[src/rtl/prog_load_pkg.sv]
// Shared types for the UART program loader: sequencer states, abort codes,
// and the word-packing width.
package prog_load_pkg;

    // State order follows the frame layout on the wire: length, data, checksum.
    typedef enum logic [2:0] {
        S_IDLE,
        S_LEN_LO,
        S_LEN_HI,
        S_DATA,
        S_CHECK,
        S_DONE,
        S_ERROR
    } state_e;

    localparam logic [1:0] ERR_NONE    = 2'b00;
    localparam logic [1:0] ERR_LEN     = 2'b01;
    localparam logic [1:0] ERR_CSUM    = 2'b10;
    localparam logic [1:0] ERR_TIMEOUT = 2'b11;

    localparam int BYTES_PER_WORD = 4;

    function automatic logic in_frame(input state_e s);
        return s inside {S_LEN_LO, S_LEN_HI, S_DATA, S_CHECK};
    endfunction

endpackage

[src/rtl/byte_packer.sv]
// Collects bytes into little-endian 32-bit words; the first byte of a word
// lands in bits 7:0. word/word_valid are presented with the 4th byte.
module byte_packer
    import prog_load_pkg::*;
(
    input  logic        clock,
    input  logic        reset,
    input  logic        clear,
    input  logic        in_valid,
    input  logic [7:0]  in_byte,
    output logic        word_valid,
    output logic [31:0] word
);

    logic [1:0]  byte_cnt;
    logic [23:0] shift_reg;

    always_ff @(posedge clock or posedge reset) begin
        if (reset) begin
            byte_cnt  <= '0;
            shift_reg <= '0;
        end else if (clear) begin
            byte_cnt  <= '0;
        end else if (in_valid) begin
            byte_cnt  <= byte_cnt + 2'd1;
            shift_reg <= {in_byte, shift_reg[23:8]};
        end
    end

    assign word_valid = in_valid && (byte_cnt == 2'(BYTES_PER_WORD - 1));
    assign word       = {in_byte, shift_reg};

endmodule

[src/rtl/prog_load_ctrl.sv]
// UART programming sequencer: parses a length-prefixed frame, writes packed
// words to the instruction ROM and verifies the trailing XOR checksum.
module prog_load_ctrl
    import prog_load_pkg::*;
#(
    parameter int ADDR_W  = 14,
    parameter int TIMEOUT = 1_000_000
) (
    input  logic              clock,
    input  logic              reset,
    input  logic              start,
    input  logic              rx_valid,
    input  logic [7:0]        rx_data,
    output logic              upg_wen_o,
    output logic [ADDR_W-1:0] upg_adr_o,
    output logic [31:0]       upg_dat_o,
    output logic              upg_rst_o,
    output logic              upg_done_o,
    output logic              busy,
    output logic              err,
    output logic [1:0]        err_code
);

    localparam int TW = $clog2(TIMEOUT + 1);

    state_e            state, state_next;
    logic [1:0]        abort_code;
    logic [7:0]        len_lo;
    logic [15:0]       words_left;
    logic [ADDR_W-1:0] addr_cnt;
    logic [7:0]        csum;
    logic [TW-1:0]     idle_cnt;
    logic              word_valid;
    logic [31:0]       word;
    logic [15:0]       frame_len;
    logic              len_over;
    logic              timeout_hit;
    logic              data_byte;

    assign frame_len   = {rx_data, len_lo};
    assign len_over    = 32'(frame_len) > (32'd1 << ADDR_W);
    // A byte arriving on the expiry cycle still counts.
    assign timeout_hit = !rx_valid && (idle_cnt == TW'(TIMEOUT - 1));
    assign data_byte   = rx_valid && (state == S_DATA);

    byte_packer u_packer (
        .clock      (clock),
        .reset      (reset),
        .clear      (state == S_IDLE),
        .in_valid   (data_byte),
        .in_byte    (rx_data),
        .word_valid (word_valid),
        .word       (word)
    );

    always_ff @(posedge clock or posedge reset) begin
        if (reset) state <= S_IDLE;
        else       state <= state_next;
    end

    always_comb begin
        state_next = state;
        abort_code = ERR_NONE;
        case (state)
            S_IDLE:   if (start) state_next = S_LEN_LO;
            S_LEN_LO: begin
                if (rx_valid)         state_next = S_LEN_HI;
                else if (timeout_hit) begin state_next = S_ERROR; abort_code = ERR_TIMEOUT; end
            end
            S_LEN_HI: begin
                if (rx_valid) begin
                    if (len_over)              begin state_next = S_ERROR; abort_code = ERR_LEN; end
                    else if (frame_len == '0)  state_next = S_CHECK;
                    else                       state_next = S_DATA;
                end else if (timeout_hit) begin state_next = S_ERROR; abort_code = ERR_TIMEOUT; end
            end
            S_DATA: begin
                if (rx_valid) begin
                    if (word_valid && words_left == 16'd1) state_next = S_CHECK;
                end else if (timeout_hit) begin state_next = S_ERROR; abort_code = ERR_TIMEOUT; end
            end
            S_CHECK: begin
                if (rx_valid) begin
                    if (rx_data == csum) state_next = S_DONE;
                    else begin state_next = S_ERROR; abort_code = ERR_CSUM; end
                end else if (timeout_hit) begin state_next = S_ERROR; abort_code = ERR_TIMEOUT; end
            end
            S_DONE:   state_next = S_IDLE;
            S_ERROR:  state_next = S_IDLE;
            default:  state_next = S_IDLE;
        endcase
    end

    always_comb begin
        busy      = in_frame(state);
        upg_rst_o = !in_frame(state);
    end

    always_ff @(posedge clock or posedge reset) begin
        if (reset) begin
            upg_wen_o  <= 1'b0;
            upg_adr_o  <= '0;
            upg_dat_o  <= '0;
            addr_cnt   <= '0;
            words_left <= '0;
            len_lo     <= '0;
            csum       <= '0;
            idle_cnt   <= '0;
        end else begin
            upg_wen_o <= data_byte && word_valid;
            if (data_byte && word_valid) begin
                upg_adr_o  <= addr_cnt;
                upg_dat_o  <= word;
                addr_cnt   <= addr_cnt + 1'b1;
                words_left <= words_left - 16'd1;
            end
            if (data_byte) csum <= csum ^ rx_data;
            if (state == S_LEN_LO && rx_valid) len_lo <= rx_data;
            if (state == S_LEN_HI && rx_valid) words_left <= frame_len;
            if (state == S_IDLE && start) begin
                addr_cnt <= '0;
                csum     <= '0;
            end
            if (!in_frame(state) || rx_valid) idle_cnt <= '0;
            else                              idle_cnt <= idle_cnt + 1'b1;
        end
    end

    // Status flags survive until the next accepted start so software can read them.
    always_ff @(posedge clock or posedge reset) begin
        if (reset) begin
            upg_done_o <= 1'b0;
            err        <= 1'b0;
            err_code   <= ERR_NONE;
        end else if (state == S_IDLE && start) begin
            upg_done_o <= 1'b0;
            err        <= 1'b0;
            err_code   <= ERR_NONE;
        end else if (state != S_ERROR && state_next == S_ERROR) begin
            err        <= 1'b1;
            err_code   <= abort_code;
        end else if (state_next == S_DONE) begin
            upg_done_o <= 1'b1;
        end
    end

endmodule
[config.mk]
export PLATFORM = sky130hd
export DESIGN_NAME = prog_load_ctrl
export DESIGN_NICKNAME = d
export VERILOG_FILES = /design/src/rtl/prog_load_pkg.sv /design/src/rtl/byte_packer.sv /design/src/rtl/prog_load_ctrl.sv
export SDC_FILE = /design/constraint.sdc
export NUM_CORES = 1
export LEC_CHECK = 0
export ABC_AREA = 1
export CELL_PAD_IN_SITES_DETAIL_PLACEMENT = 1
export CELL_PAD_IN_SITES_GLOBAL_PLACEMENT = 1
export CORE_MARGIN = 4
export CORE_UTILIZATION = 32
export CTS_CLUSTER_SIZE = 28
export DETAILED_ROUTE_END_ITERATION = 6
export DONT_BUFFER_PORTS = 1
export PLACE_DENSITY_LB_ADDON = 0.08
export SETUP_SLACK_MARGIN = 0.5
export SYNTH_ARGS = -nofsm -noshare
export SYNTH_HDL_FRONTEND = slang
export SYNTH_HIERARCHICAL = 1
export SYNTH_SLANG_ARGS = --single-unit
[constraint.sdc]
create_clock -name clock -period 7.7 [get_ports clock]
set_input_delay 0.77 -clock clock [delete_from_list [all_inputs] [get_ports clock]]
set_output_delay 0.77 -clock clock [all_outputs]
set_load 0.05 [all_outputs]
==> impl_metrics.toml, run 1 <==
[synthesis]
synth_common_cells = "nand2_1, dfrtp_1, nor2_1"
syn-cell-area_sq_um = 6963
synth_area_leaders = "dfrtp_1, nand2_1, nand3_1"
ys_seq_elements = 146
synth-edff-count = 0
yosysUniqueCellTypes = 45
synth-seq-area-share_pct = 52.47
yosys_warnings = 6
yosysMostFrequentCell = "nand2_1"
synth_ff_type = "dfrtp_1"
syn_nets = 863
synth_top_area_share_pct = 52.47
syn_inst = 846
avgSynthCellArea_sq_um = 8.230
async_flop_share_pct = 100.0
yosys.area.top_type = "dfrtp_1"

[critical_path]
reg2reg_to = "addr_cnt[13]"
critPathMaxStageDelay_ps = 790
critPathLaunch = "state[2]"
path_buf_inv = 5
crit_arrival_ps = 4410
rrSetupSlack_ps = 3600
path_cells = "inv_2 -> nand2_2 -> nor2_4 -> nand2_1 -> inv_1 -> nand2_1 -> inv_1 -> nand2_1 -> inv_2 -> nand2_4 -> inv_4 -> nand3_4 -> nor4_4 -> nand3_1 -> nand2_1 -> nor2_1"
end_kind = "register"
setup.worst_path.end = "addr_cnt[13]"
cp_common_cell = "nand2_1"
required_ps = 8000
path_delay_family = "simple AND/OR/NAND/NOR gates"
timing.rr.start = "state[2]"
worstSetupPathType = "reg2reg"
cp-start-kind = "register"
critical_path.max_fanout = 72
critical-path-slowest-cell = "inv_1"
reg2reg_depth = 16
critical_path_depth = 16

[clock_tree]
cts.sinks = 146
hold_buffers = 0
htreeDepth = 4
cts_buffers = 17
clk_pin_slew_ps = 70
cts_setup_buffers = 0
clock_path_buffers = 2
ctsResizeCount = 0
clk_latency_ps = 420
cts_tree = "yes"
root_buffer = "clkbuf_16"

[global_route]
grt_pass1_vias = 5902
grtUsageTotal_pct = 16.31
grt_pass1_wl_mm = 31.82
grt_overflow_total = 0
grt_max_degree = 79
antenna_found_initial = 0

[run]
maxCapViolCount = 0

[finish]
fin_nets = 847
drive_above_1_share_pct = 8.066
multi_input_area_sq_um = 2790
syn2layout_area_growth_pct = 10.28
final_cell_area_sq_um = 7679
seqCellArea_sq_um = 3654
n_fill_cell = 2519
diodes = 0
largest_reg_flops = 32

[hold_path]
hp-class = "in2async"

[die]
design.core.area_sq_um = 21220
dieHeight_um = 155.5
rows = 53
die_w_um = 155.5
initial_utilization_pct = 32.81
io_pins = 65
die_area_sq_um = 24180

[place]
dpl_cell_area_sq_um = 7104
dpl_worst_slack_ps = 3486
dp_hpwl_mm = 13.32
buffer_ports.inserted = 0
gp_congestion = 0.8074

[pwr]
power_mw = 2.493
p_leak_nw = 3.799
powerDensity_nw_per_um2 = 324.6
peakVddDrop_mv = 0.1504

[sta]
post-route-period-util_pct = 53.26
max_freq_mhz = 243.8
worstMarginPinSlew_ps = 1053
fin_tns_setup_ps = 0
setup_viol = 0
fin_skew_ps = 9.750
min_period_ps = 4101
fin_ws_ps = 3599
drv_slew = 0
hold_viol = 0
worst_slew_margin_rel_pct = 29.53
rsz0062_at_grt = "false"
hold_ws_ps = 262.0

[outcome]
outcome = "complete, no violations"

[route]
wl_per_cell_um = 16.89
vias_per_cell = 4.946
num_vias = 5530
drt-initial-drc-count = 298
first_pass_iters = 4
ant_nets = 0
routed_wl_mm = 18.88
drc = 0
[metal layers]
| metal | track usage (%) | vias to the layer above | part of all wire, % |
|---|---|---|---|
| li1 | - | 2666 | - |
| met1 | 21.16 | 2777 | 46 |
| met2 | 28.06 | 72 | 50 |
| met3 | 3.115 | 15 | 3.3 |
| met4 | 4.252 | 0 | 1.2 |
| met5 | 0 | - | 0 |
[layout make-up]
cell class              count  share of cell area (%)
flip-flops and latches    146                   47.58
multi-input cells         583                   36.34
clock buffers              18                   5.589
well taps                 275                   4.481
inverters                  81                   4.025
clock inverters            14                   1.890
repair buffers              1                 0.09777
[through the flow]
| step | instances | utilization (%) |
|---|---|---|
| 2_1_floorplan | 846 | - |
| 3_3_place_gp | 1086 | 33.48 |
| 3_5_place_dp | 1086 | 33.48 |
| 4_1_cts | 1118 | 36.19 |
| 5_1_grt | 1118 | 36.19 |
| 6_report | 1118 | 36.19 |
[cells in the final DEF, fill, tap and decap left out, types with 4 or more instances in the layout]
| cell type | instances |
|---|---|
| nand2_1 | 279 |
| dfrtp_1 | 146 |
| nor2_1 | 80 |
| inv_1 | 68 |
| nand3_1 | 66 |
| o21ai_0 | 45 |
| a21oi_1 | 23 |
| clkbuf_16 | 17 |
| inv_2 | 10 |
| nand4_1 | 9 |
| xor2_1 | 9 |
| xnor2_1 | 8 |
| nor3_1 | 8 |
| o221ai_1 | 6 |
| nor2_2 | 5 |
| nor3_2 | 5 |
| o211ai_1 | 5 |
| ha_1 | 5 |
| inv_6 | 4 |
[power by group]
group	internal (mW)	switching [mW]	total (mW)
sequential	0.912	0.165	1.08
clock	0.457	0.364	0.821
combinational	0.177	0.418	0.595
[cell families after synthesis]
logic type      share of synthesized area [%]
fa+ha+maj                              0.8985
compound gates                          7.889
flops                                   52.47
buf+inv                                 7.457
simple gates                            29.15
xor+xnor                                2.138
[worst register-to-register path: stages, from the launching register on]
cell and delay (ps):
dfrtp_1 440, inv_2 100, nand2_2 80, nor2_4 150, nand2_1 290, inv_1 790
nand2_1 160, inv_1 120, nand2_1 70, inv_2 70, nand2_4 370, inv_4 670
nand3_4 180, nor4_4 230, nand3_1 120, nand2_1 80, nor2_1 50
[worst min path at each step]
| stage | from | endpoint | cells past startpoint | slack [ps] |
|---|---|---|---|---|
| 2_1_floorplan | idle_cnt[0] | idle_cnt[0] | 1 | 430 |
| 6_report | reset | upg_dat_o[8] | 1 | 260 |
| 5_1_grt | reset | upg_dat_o[8] | 1 | 310 |
| 3_5_place_dp | u_packer/shift_reg[4] | upg_dat_o[4] | 2 | 470 |
| 3_3_place_gp | idle_cnt[0] | idle_cnt[0] | 1 | 450 |
| 4_1_cts | reset | upg_dat_o[8] | 1 | 280 |
Note: power is estimated with default switching activity, not from simulation.
==> run 2: changes to the inputs <==
clock period = 3.8 ns   (was 7.7 ns; I/O delays follow)
==> impl_metrics.toml, run 2 (synthesis results as in run 1) <==
[critical_path]
cp-start-kind = "register"
critPathMaxStageDelay_ps = 430
critical_path.max_fanout = 43
path_cells = "inv_2 -> nand2_2 -> nor2_4 -> nand2_1 -> inv_1 -> nand2_1 -> inv_1 -> nand2_1 -> inv_2 -> nand2_4 -> inv_4 -> nand3_4 -> nor4_4 -> nand3_1 -> nand2_1 -> nor2_1"
worstSetupPathType = "reg2reg"
required_ps = 4130
crit_arrival_ps = 3310
reg2reg_to = "addr_cnt[13]"
critical-path-slowest-cell = "dfrtp_1"
cp_common_cell = "nand2_1"
reg2reg_depth = 16
rrSetupSlack_ps = 820
end_kind = "register"
timing.rr.start = "state[2]"
path_buf_inv = 5
path_delay_family = "simple AND/OR/NAND/NOR gates"

[route]
ant_nets = 0
vias_per_cell = 4.867
first_pass_iters = 4
drc = 0
routed_wl_mm = 19.12
wl_per_cell_um = 17.03
num_vias = 5466
drt-initial-drc-count = 222

[finish]
fin_nets = 852
syn2layout_area_growth_pct = 11.37
largest_reg_flops = 32
final_cell_mix = "nand2_1, dfrtp_1, nor2_1"
diodes = 0
layout.cells.most_common = "nand2_1"
drive_above_1_share_pct = 8.608

[sta]
rsz0062_at_grt = "false"
post-route-period-util_pct = 78.37
max_freq_mhz = 335.8
hold_viol = 0
setup_viol = 0
worst_slew_margin_rel_pct = 26.38
fin_skew_ps = 21.73
worstMarginPinSlew_ps = 1100
min_period_ps = 2978
fin_tns_setup_ps = 0
drv_slew = 0

[pwr]
p_sw_mw = 1.937
p_seq_share_pct = 42.2
pwr-share-clk_pct = 33.9
peakVddDrop_mv = 0.2912
power_mw = 5.145
p_int_mw = 3.208
swShare_pct = 37.65
p_leak_nw = 3.837
p_comb_share_pct = 23.8
powerDensity_nw_per_um2 = 663.4

[die]
die_area_sq_um = 24180
dieHeight_um = 155.5
rows = 53
initial_utilization_pct = 32.81
design.core.area_sq_um = 21220
io_pins = 65
die_w_um = 155.5

[global_route]
grtUsageTotal_pct = 16.51
grt_pass1_wl_mm = 31.84
grt_max_degree = 114
grt_overflow_total = 0
antenna_found_initial = 0
grt_pass1_vias = 5861

[hold_path]
holdCritStartpoint = "rx_data[5]"
hold_end = "upg_dat_o[29]"
hp-class = "in2reg"
whs_path_depth = 2

[clock_tree]
clock_path_buffers = 2
htreeDepth = 4
cts_tree = "yes"
clk_pin_slew_ps = 70
cts_buffers = 17
clk_latency_ps = 440
root_buffer = "clkbuf_16"
cts.sinks = 146

[run]
maxCapViolCount = 0

[place]
dp_hpwl_mm = 13.57
gp_congestion = 0.7926
buffer_ports.inserted = 0

[outcome]
outcome = "complete, no violations"
==> run 2: per-stage QoR <==
stage / util [%] / instances / hold slack [ps] / cell area, sq um / setup WS, ps
after detailed placement: 33.69 / 1090 / 183.6 / 7148 / 843.1
after global placement: 33.69 / 1090 / 179.8 / 7148 / 981.6
after CTS: 36.54 / 1123 / 46.80 / 7755 / 831.4
final: 36.54 / 1123 / 58.21 / 7755 / 822.0
after global routing: 36.54 / 1123 / 55.36 / 7755 / 507.5
after floorplan: - / 846 / 420.0 / 6967 / 1545
==> run 2: worst register-to-register path, stage by stage (launching register included) <==
cell and delay, ps:
dfrtp_1 430, inv_2 90, nand2_2 80, nor2_4 160, nand2_1 330, inv_1 190, nand2_1 70, inv_1 70
nand2_1 60, inv_2 80, nand2_4 300, inv_4 430, nand3_4 140, nor4_4 220, nand3_1 110, nand2_1 80
nor2_1 40
==> run 2: worst max-delay path by stage <==
stage	cells past startpoint	slack, ps	end	from
6_report	16	820	addr_cnt[13]	state[2]
5_1_grt	14	510	addr_cnt[0]	state[2]
3_3_place_gp	16	980	addr_cnt[13]	state[2]
3_5_place_dp	16	840	addr_cnt[13]	state[2]
4_1_cts	16	830	addr_cnt[13]	state[2]
2_1_floorplan	18	1540	addr_cnt[13]	state[2]
==> run 2: repair_timing <==
action | CTS | global route
hold buffers | 1 | 0
endpoints found under the setup margin | 0 | 0
buffers inserted | 0 | 0
gates resized for setup | 0 | 0
endpoints found under the hold margin | 7 | 0
==> run 2: cell type report <==
type / instances / area, sq um
Fill cell: 2519 / 13470
Sequential cell: 146 / 3654
Multi-Input combinational cell: 583 / 2790
Clock buffer: 17 / 425.4
Tap cell: 275 / 344.1
Inverter: 81 / 310.3
Clock inverter: 15 / 171.4
Timing Repair Buffer: 6 / 60.06
==> run 2: routing by layer <==
metal  track usage, %  vias to the layer above  share of wire [%]
met4            4.585                        0                1.2
met5                0                        -                  0
li1                 -                     2676                  -
met3            3.477                       16                3.0
met2            26.87                       67                 48
met1            22.42                     2707                 48
==> run 2: power by group through the flow <==
| stage | registers [mW] | logic (mW) | clock network [mW] |
|---|---|---|---|
| after CTS | 2.18 | 1.25 | 1.79 |
| after global routing | 2.22 | 1.41 | 1.87 |
| final | 2.17 | 1.23 | 1.75 |
| after floorplan | 2.11 | 0.980 | 0 |
| after global placement | 2.20 | 1.20 | 0 |
| after detailed placement | 2.20 | 1.24 | 0 |
==> RTL edit (settings of run 2) <==
Change the parameter `ADDR_W` from 14 to 15.
--- a/src/rtl/prog_load_ctrl.sv
+++ b/src/rtl/prog_load_ctrl.sv
@@ -3,7 +3,7 @@
 module prog_load_ctrl
     import prog_load_pkg::*;
 #(
-    parameter int ADDR_W  = 14,
+    parameter int ADDR_W  = 15,
     parameter int TIMEOUT = 1_000_000
 ) (
     input  logic              clock,
Ports: changed (resized upg_adr_o); port bits go from 65 to 66. No check against the original RTL was run, so the function may have changed too.
==> RTL edit against run 2 <==
  * Synthesized area is 0.34% higher
  * Global-route usage rose by 0.29 points
  * Sequential cell count up 2
  * Sequential power down 2%
  * Largest power group unchanged
  * Wire length rose by 2.0%
  * Final area down 0.19%
  * Critical path depth decreased by 1
  * Power fell by 5.3%
  * Count of clock-buffer cells in the layout unchanged
  * Worst setup slack gained 0.11 ns
  * First-iteration DRC count increased by 27%
==> RTL edit: results (changes against run 2) <==
stage,metric,value,unit,change
global_routing,first-pass GRT wire length,32.55,mm,was 31.84 mm
synthesis,synth cell count leaders,"nand2_1 (296), dfrtp_1 (148), nor2_1 (74), inv_1 (70), nand3_1 (59)",,"was nand2_1 (279), dfrtp_1 (146), nor2_1 (80), inv_1 (69), nand3_1 (66)"
global_routing,GR Layer Usage met1,22.78,%,was 22.42%
worst_setup_path,R2R Setup Slk,0.93,ns,was 0.82 ns
place,Area after DPL,7177,µm²,was 7148 µm²
finish,Layout Nets,856,,was 852
outcome,outcome,finished clean,,unchanged
synthesis,syn nets,867,,was 863
timing,final setup skew,0.01841,ns,was 0.02173 ns
place,Placer Congestion,0.8188,,was 0.7926
clock_network,H-tree levels,4,,unchanged
finish,Fill cells,2547,,was 2519
finish,clk cell area share,7.274,%,was 7.696%
synthesis,Seq cells post-synth,148,,was 146
worst_setup_path,Critical-path top delay cell,nor2_8,,was dfrtp_1
power_and_ir_drop,leakage,3.789,nW,was 3.837 nW
global_routing,Total GRT Usage,16.80,%,was 16.51%
worst_setup_path,Critical R2R Capture,addr_cnt[11]$_DFFE_PP0P_,,was addr_cnt[13]$_DFFE_PP0P_
detailed_routing,vias per cell,4.931,,was 4.867
finish,share of layout cells above drive strength 1,7.394,%,was 8.608%
worst_setup_path,R2R cell count,15,,was 16
synthesis,average size of a mapped cell,8.220,µm²,was 8.230 µm²
global_routing,met2 Resource Use GR,27.24,%,was 26.87%
worst_setup_path,crit path DAT,3.23,ns,was 3.31 ns
detailed_routing,Initial DRC Count,281,,was 222
power_and_ir_drop,net load switching power,1.842,mW,was 1.937 mW
finish,Signal buffers,5,,was 6
global_routing,maximum number of pins on one net before global-route repair,123,,was 114
finish,Inverters,78,,was 81
global_routing,vias in the first global route,6026,,was 5861
finish,Data buffer area share,0.6466,%,was 0.7744%
global_routing,met3 global-route usage,4.300,%,was 3.477%
place,Detailed Place HPWL,13.75,mm,was 13.57 mm
synthesis,Cell variety after synth,38,,was 45
synthesis,"Seq/Total Area, Yosys",53.01,%,was 52.47%
min_path,Hold Crit Class,in -> async,,was in -> reg
finish,Finished Layout Cells,1127,,was 1123
timing,Slew HR,30.75,%,was 26.38%
finish,sequential cell area share,47.85,%,was 47.11%
RTL edit: worst register-to-register path: cells and delay by family (launching register included):
kind / cells / cell delay (ns)
buf+inv: 5 / 0.76
compound gates: 2 / 0.28
simple gates: 8 / 1.38
flops: 1 / 0.41
RTL edit: worst max-delay path by stage:
| stage | start | end | slack, ns |
|---|---|---|---|
| floorplan | state[2]$_DFF_PP0_ | err_code[0]$_DFFE_PP0P_ | 1.52 |
| finish | state[2]$_DFF_PP0_ | addr_cnt[11]$_DFFE_PP0P_ | 0.93 |
| CTS | state[2]$_DFF_PP0_ | addr_cnt[11]$_DFFE_PP0P_ | 0.91 |
| detailed placement | state[2]$_DFF_PP0_ | addr_cnt[5]$_DFFE_PP0P_ | 0.93 |
| global placement | state[2]$_DFF_PP0_ | addr_cnt[12]$_DFFE_PP0P_ | 0.97 |
| global route | state[2]$_DFF_PP0_ | addr_cnt[11]$_DFFE_PP0P_ | 0.55 |
RTL edit: metal layers:
| layer | vias up | part of all wire [%] |
|---|---|---|
| met5 | - | 0 |
| met4 | 0 | 1.0 |
| met3 | 12 | 3.6 |
| met2 | 73 | 48 |
| met1 | 2780 | 48 |
| li1 | 2692 | - |
RTL edit: power groups by stage:
stage / logic (mW) / registers, mW / clock network [mW]
floorplan: 0.890 / 2.06 / 0
global placement: 1.08 / 2.14 / 0
detailed placement: 1.12 / 2.15 / 0
CTS: 1.13 / 2.12 / 1.70
global route: 1.27 / 2.16 / 1.78
finish: 1.11 / 2.12 / 1.64
RTL edit: kinds of logic after synthesis:
kind of cell,after synthesis,synth area share [%]
XOR/XNOR,21,2.633
buffers and inverters,113,7.163
flip-flops,148,53.01
adder cells (fa/ha/maj),5,0.8954
AO/OA/AOI/OAI,86,7.235
AND/OR/NAND/NOR,477,29.07
